$ cat src/rtl/serial_deserializer_if.sv
// Handshake bundle between the serial deserializer and whatever drives it and consumes its words.
// The master modport is the transmitter/consumer side; the slave modport is the deserializer.
interface serial_deserializer_if #(
  parameter int unsigned WIDTH = 4
);
  logic             clear;
  logic             sin;
  logic             sin_valid;
  logic             msb_first;
  logic [WIDTH-1:0] dout;
  logic             dout_valid;
  logic             dout_ready;
  logic             busy;
  logic             overrun;

  modport master (
    output clear,
    output sin,
    output sin_valid,
    output msb_first,
    output dout_ready,
    input  dout,
    input  dout_valid,
    input  busy,
    input  overrun
  );

  modport slave (
    input  clear,
    input  sin,
    input  sin_valid,
    input  msb_first,
    input  dout_ready,
    output dout,
    output dout_valid,
    output busy,
    output overrun
  );
endinterface

$ cat src/rtl/serial_deserializer.sv
// Serial-in, parallel-out receiver: assembles WIDTH-bit words MSB- or LSB-first and hands them
// out through a one-entry holding register with a valid/ready handshake and a sticky overrun flag.
module serial_deserializer #(
  parameter int unsigned WIDTH = 4
) (
  input logic                 i_clk,
  input logic                 i_reset_n,
  serial_deserializer_if.slave bus
);

  localparam int unsigned CntW = (WIDTH > 2) ? $clog2(WIDTH) : 1;
  localparam logic [CntW-1:0] CntLast = CntW'(WIDTH - 1);

  generate
    if (WIDTH < 2) begin : g_bad_width
      $error("serial_deserializer: WIDTH must be at least 2");
    end
  endgenerate

  typedef enum logic [0:0] {
    StEmpty = 1'b0,
    StFull  = 1'b1
  } out_state_e;

  // Input side state
  logic [WIDTH-1:0] r_sr_q, r_sr_d;
  logic [CntW-1:0]  r_cnt_q, r_cnt_d;
  logic             r_order_q, r_order_d;

  // Output side state
  out_state_e       r_state_q, r_state_d;
  logic [WIDTH-1:0] r_dout_q, r_dout_d;
  logic             r_overrun_q, r_overrun_d;

  logic             w_first_bit;
  logic             w_order;
  logic             w_complete;
  logic [WIDTH-1:0] w_sr_next;

  assign w_first_bit = (r_cnt_q == '0);
  // The first bit of a word uses the live msb_first; later bits use the value latched with it.
  assign w_order     = w_first_bit ? bus.msb_first : r_order_q;
  assign w_sr_next   = w_order ? {r_sr_q[WIDTH-2:0], bus.sin} : {bus.sin, r_sr_q[WIDTH-1:1]};
  assign w_complete  = bus.sin_valid && (r_cnt_q == CntLast);

  always_comb begin
    r_sr_d    = r_sr_q;
    r_cnt_d   = r_cnt_q;
    r_order_d = r_order_q;
    if (bus.sin_valid) begin
      r_sr_d  = w_sr_next;
      r_cnt_d = w_complete ? '0 : r_cnt_q + CntW'(1);
      if (w_first_bit) begin
        r_order_d = bus.msb_first;
      end
    end
  end

  always_comb begin
    r_state_d   = r_state_q;
    r_dout_d    = r_dout_q;
    r_overrun_d = r_overrun_q;
    unique case (r_state_q)
      StEmpty: begin
        if (w_complete) begin
          r_dout_d  = w_sr_next;
          r_state_d = StFull;
        end
      end
      StFull: begin
        if (w_complete) begin
          if (bus.dout_ready) begin
            r_dout_d = w_sr_next;
          end else begin
            r_overrun_d = 1'b1;
          end
        end else if (bus.dout_ready) begin
          r_state_d = StEmpty;
        end
      end
      default: r_state_d = StEmpty;
    endcase
  end

  // clear acts exactly like reset, with priority over sampling and the handshake
  always_ff @(posedge i_clk or negedge i_reset_n) begin
    if (!i_reset_n) begin
      r_sr_q      <= '0;
      r_cnt_q     <= '0;
      r_order_q   <= 1'b0;
      r_state_q   <= StEmpty;
      r_dout_q    <= '0;
      r_overrun_q <= 1'b0;
    end else if (bus.clear) begin
      r_sr_q      <= '0;
      r_cnt_q     <= '0;
      r_order_q   <= 1'b0;
      r_state_q   <= StEmpty;
      r_dout_q    <= '0;
      r_overrun_q <= 1'b0;
    end else begin
      r_sr_q      <= r_sr_d;
      r_cnt_q     <= r_cnt_d;
      r_order_q   <= r_order_d;
      r_state_q   <= r_state_d;
      r_dout_q    <= r_dout_d;
      r_overrun_q <= r_overrun_d;
    end
  end

  assign bus.dout       = r_dout_q;
  assign bus.dout_valid = (r_state_q == StFull);
  assign bus.busy       = (r_cnt_q != '0);
  assign bus.overrun    = r_overrun_q;

endmodule

$ cat src/flat_wrapper.sv
// flat-port wrapper written by rule: the top's interface ports become plain ports
module serial_deserializer_flat 
#(
  parameter int unsigned WIDTH = 4
)
  (i_clk, i_reset_n, bus_clear, bus_sin, bus_sin_valid, bus_msb_first, bus_dout_ready, bus_dout, bus_dout_valid, bus_busy, bus_overrun);
  serial_deserializer_if #(.WIDTH(WIDTH)) bus_i ();
  input logic i_clk;
  input logic i_reset_n;
  input wire logic [$bits(bus_i.clear)-1:0] bus_clear;
  input wire logic [$bits(bus_i.sin)-1:0] bus_sin;
  input wire logic [$bits(bus_i.sin_valid)-1:0] bus_sin_valid;
  input wire logic [$bits(bus_i.msb_first)-1:0] bus_msb_first;
  input wire logic [$bits(bus_i.dout_ready)-1:0] bus_dout_ready;
  output wire logic [$bits(bus_i.dout)-1:0] bus_dout;
  output wire logic [$bits(bus_i.dout_valid)-1:0] bus_dout_valid;
  output wire logic [$bits(bus_i.busy)-1:0] bus_busy;
  output wire logic [$bits(bus_i.overrun)-1:0] bus_overrun;
  assign bus_i.clear = bus_clear;
  assign bus_i.sin = bus_sin;
  assign bus_i.sin_valid = bus_sin_valid;
  assign bus_i.msb_first = bus_msb_first;
  assign bus_i.dout_ready = bus_dout_ready;
  assign bus_dout = bus_i.dout;
  assign bus_dout_valid = bus_i.dout_valid;
  assign bus_busy = bus_i.busy;
  assign bus_overrun = bus_i.overrun;
  serial_deserializer #(.WIDTH(WIDTH)) u_core (.i_clk(i_clk), .i_reset_n(i_reset_n), .bus(bus_i));
endmodule
$ cat config.mk
export PLATFORM = sky130hd
export DESIGN_NAME = serial_deserializer_flat
export DESIGN_NICKNAME = d
export VERILOG_FILES = /design/src/rtl/serial_deserializer_if.sv /design/src/rtl/serial_deserializer.sv /design/src/flat_wrapper.sv
export SDC_FILE = /design/constraint.sdc
export NUM_CORES = 1
export LEC_CHECK = 0
export BUFFER_PORTS_ARGS = -buffer_cell sky130_fd_sc_hd__buf_2
export CORE_MARGIN = 5
export CORE_UTILIZATION = 44
export CTS_CLUSTER_DIAMETER = 100
export DETAILED_ROUTE_END_ITERATION = 16
export PLACE_DENSITY = 0.8
export REMOVE_ABC_BUFFERS = 1
export SYNTH_ARGS = -nofsm -noshare
export SYNTH_HDL_FRONTEND = slang
export SYNTH_SLANG_ARGS = --single-unit
$ cat constraint.sdc
create_clock -name i_clk -period 1.5 [get_ports i_clk]
set_input_delay 0.15 -clock i_clk [delete_from_list [all_inputs] [get_ports i_clk]]
set_output_delay 0.15 -clock i_clk [all_outputs]
set_load 0.02 [all_outputs]
==> impl_results.rst <==
.. list-table::
   :header-rows: 1

   * - Metric
     - Value
   * - Status
     - finished with violations
   * - Violated checks
     - negative setup slack
   * - Required time reported for the critical path endpoint
     - 1650 ps
   * - CTS root buf
     - sky130_fd_sc_hd__clkbuf_4
   * - Power share of the combinational group
     - 0.205
   * - Row cnt
     - 13
   * - Cells along the critical path
     - inv_2 -> ha_4 -> mux2i_4 -> mux2i_2 -> a211oi_2
   * - Maximum clock path buffer count
     - 2
   * - Die Span X
     - 46.91 µm
   * - Total half-perimeter wirelength after legalization and detailed placement
     - 900.9 µm
   * - Data arrival time of the critical path
     - 1690 ps
   * - Via density
     - 5.395
   * - Total power density per cell area
     - 954.9 nW/µm²
   * - Number of levels in the clock H-tree
     - 1
   * - Highest achievable clock rate
     - 0.6478 GHz
   * - Maximum fanout along the worst path
     - 5
   * - Slew margin rel.
     - 0.7975
   * - # nets final
     - 81
   * - Total GRT Usage
     - 0.1535
   * - Maximum number of pins on one net before global-route repair
     - 14
   * - Total of fill cells in the finished design
     - 117
   * - Critical Path Sink Type
     - flop
   * - Drt drc
     - 0
   * - Number of instances in the synthesized netlist
     - 52
   * - Mean post-synth cell area
     - 11.53 µm²
   * - Number of placed I/O pins
     - 14
   * - Overall power
     - 755.1 µW
   * - Number of distinct standard cells referenced by the synthesized netlist
     - 18
   * - Vias in the first global route
     - 472
   * - Synthesized-area fraction occupied by ao, oa, aoi and oai cells
     - 0.1503
   * - Combinational family with the most area after synthesis
     - compound AO/OA/AOI/OAI gates
   * - Post-layout util
     - 0.6077
   * - Proportion of total power due to net switching
     - 0.2796
   * - Aggregate global routing overflow
     - 0
   * - Final Hold Vio Count
     - 0
   * - Slowest stage cell, crit path
     - sky130_fd_sc_hd__dfrtp_1
   * - Fraction of the mapped netlist area in simple logic gates
     - 0.08768
   * - Sequential-to-total area share from yosys stat
     - 0.5428
   * - P_int
     - 543.9 µW
   * - Register cell area after layout
     - 325.3 µm²
   * - Placed Instance Area
     - 691.9 µm²
   * - Worst clock skew
     - 3.764 ps
   * - Peak per-stage delay on the critical path
     - 400 ps
   * - Effective utilization at floorplan
     - 0.4606
   * - RSZ-0062 raised after global routing
     - true
   * - Source-to-sink clock delay at the later pin of the worst-skew pair
     - 280 ps
   * - Nature of the critical path startpoint
     - flop
   * - Setup tns final
     - -77.04 ps
   * - PnR worst setup slack
     - -43.60 ps
   * - Clock power frac
     - 0.292
   * - Min Clock Period, post-route
     - 1544 ps
   * - Adder-cell share of the synthesized area
     - 0.04175
   * - Clock-pin slew on the worst setup and hold paths
     - 80 ps
   * - Leak pwr
     - 0.3748 nW
   * - Number of failing setup endpoints in the final timing report
     - 4
   * - Initial drt markers
     - 10
   * - Netlist area before placement
     - 599.3 µm²
   * - Routed length per placed instance
     - 15.86 µm
   * - Clock buffers created by TritonCTS
     - 3
   * - Number of violations of the max-capacitance limit
     - 0
   * - Growth of design area from synthesis to finish
     - 31.94%
   * - Layout cells sized above 1
     - 0.4648
   * - Design area
     - 790.8 µm²
   * - Largest vdd supply drop
     - 0.4975 mV
   * - CORE AREA
     - 1301 µm²
   * - Count of antenna diodes in the layout
     - 0
   * - Total Die Area
     - 2200 µm²
   * - Worst-Margin Slew
     - 297.4 ps
   * - Overall die height
     - 46.91 µm
   * - Final number of max-transition violations
     - 0
   * - Worst min-delay path class
     - input pin to flop
   * - CTS tree
     - done
   * - Total wire length
     - 1364 µm
   * - Number of port buffers
     - 13
   * - Clock Sink Count
     - 13
   * - Global-route wire length before repair
     - 2201 µm
   * - Antenna-violating nets left
     - 0
   * - Synth Area in XOR/XNOR
     - 0.01461
   * - Share of the clock period used by the worst path
     - 1.029
   * - Total of warnings raised by yosys
     - 0
   * - Multiplexer area fraction after synthesis
     - 0.1211
   * - Sequential Power Share
     - 0.503
   * - GP Congestion
     - 0.7042
   * - Commonest cells after routing, fill and taps aside
     - sky130_fd_sc_hd__buf_2 (13), sky130_fd_sc_hd__dfrtp_1 (13), sky130_fd_sc_hd__nor2_1 (8), sky130_fd_sc_hd__a211oi_1 (4), sky130_fd_sc_hd__buf_4 (4)
   * - Via count
     - 464
   * - Psw
     - 211.1 µW
   * - Setup CP Type
     - flop to flop
   * - Area of the multi-input gates
     - 304.0 µm²
   * - FF+latch count, synth
     - 13
   * - Dpl ws
     - -59.71 ps
   * - Number of antenna violations at the first check in global routing
     - 0
   * - DRT Pass-1 Iters
     - 4
## what timing repair did
item	CTS	global route
resized for setup	5	8
endpoints found under the hold margin	13	0
setup endpoints to repair	8	8
buffers inserted	0	1
hold buffers	1	0
pin swaps	2	2
## state kept, by name, summed over array words and instances, names as in the netlist
signal,count
u_core.bus.dout,4
u_core.bus.dout_valid,1
u_core.bus.overrun,1
u_core.r_cnt_q,2
u_core.r_order_q,1
u_core.r_sr_q,4
## stage by stage
step	std cells	hold slack (ps)
4_1_cts	85	149.8
5_1_grt	86	168.1
3_5_place_dp	80	56.31
6_report	86	167.2
3_3_place_gp	80	44.75
2_1_floorplan	49	-145.6
## path summary, 6_finish.rpt
kind | cells after the start | start | slack [ps] | endpoint
worst min register to register | 1 | u_core.bus.dout[0]$_DFFE_PN0P_ | 490 | u_core.bus.dout[0]$_DFFE_PN0P_
worst max-delay path | 5 | u_core.r_cnt_q[1]$_DFFE_PN0P_ | -40 | u_core.r_sr_q[0]$_DFFE_PN0P_
max in group asynchronous | 2 | i_reset_n | 990 | u_core.bus.dout[1]$_DFFE_PN0P_
worst min-delay path | 2 | bus_sin_valid | 170 | u_core.r_sr_q[1]$_DFFE_PN0P_
worst max register to register | 5 | u_core.r_cnt_q[1]$_DFFE_PN0P_ | -40 | u_core.r_sr_q[0]$_DFFE_PN0P_
min in group asynchronous | 2 | i_reset_n | 280 | u_core.r_sr_q[3]$_DFFE_PN0P_
## synthesized netlist by cell type, drive strengths merged
| cell type | number | share of area |
|---|---|---|
| dfrtp | 13 | 0.54 |
| nor2 | 8 | 0.050 |
| mux2i | 6 | 0.12 |
| a211oi | 5 | 0.063 |
| o2bb2ai | 4 | 0.058 |
| inv | 3 | 0.019 |
| a31oi | 2 | 0.021 |
| clkbuf | 2 | 0.015 |
| ha | 2 | 0.042 |
| a21oi | 1 | 0.0083 |
| buf | 1 | 0.0083 |
| nand2 | 1 | 0.0063 |
| nand2b | 1 | 0.010 |
| nor2b | 1 | 0.010 |
| or3 | 1 | 0.010 |
| xnor2 | 1 | 0.015 |
## power groups by stage
stage | clock [mW] | combinational (mW) | sequential, mW
finish | 0.221 | 0.155 | 0.380
floorplan | 0 | 0.0717 | 0.384
detailed placement | 0 | 0.125 | 0.384
global route | 0.238 | 0.168 | 0.382
global placement | 0 | 0.120 | 0.383
CTS | 0.224 | 0.139 | 0.378
## per-layer routing
layer	wire length [µm]	share of wire	track usage
met1	610	0.45	0.2005
met2	649	0.48	0.2087
met3	71	0.052	0.04981
met5	0	0	0
met4	33	0.024	0.1160
## cells by family (layout without fill, tap and decap cells)
family / after synthesis / count (layout)
AO/OA/AOI/OAI: 12 / 12
XOR/XNOR: 1 / 1
adder cells (fa/ha/maj): 2 / 2
buffers and inverters: 6 / 25
flip-flops: 13 / 13
multiplexers: 6 / 6
AND/OR/NAND/NOR: 12 / 12
## critical path: cells and delay by family, from the launching register on
family,cells,cell delay [ps]
buf+inv,1,80
mux,2,660
compound gates,1,120
fa+ha+maj,1,150
flops,1,400
## final cells by class
type,instances,share of cell area
clock buffer,4,0.03323
sequential,13,0.4114
tap,15,0.02373
inverter,3,0.01424
multi-input combinational,33,0.3845
timing repair buffer,18,0.1329
(Power assumes the default switching activity.)
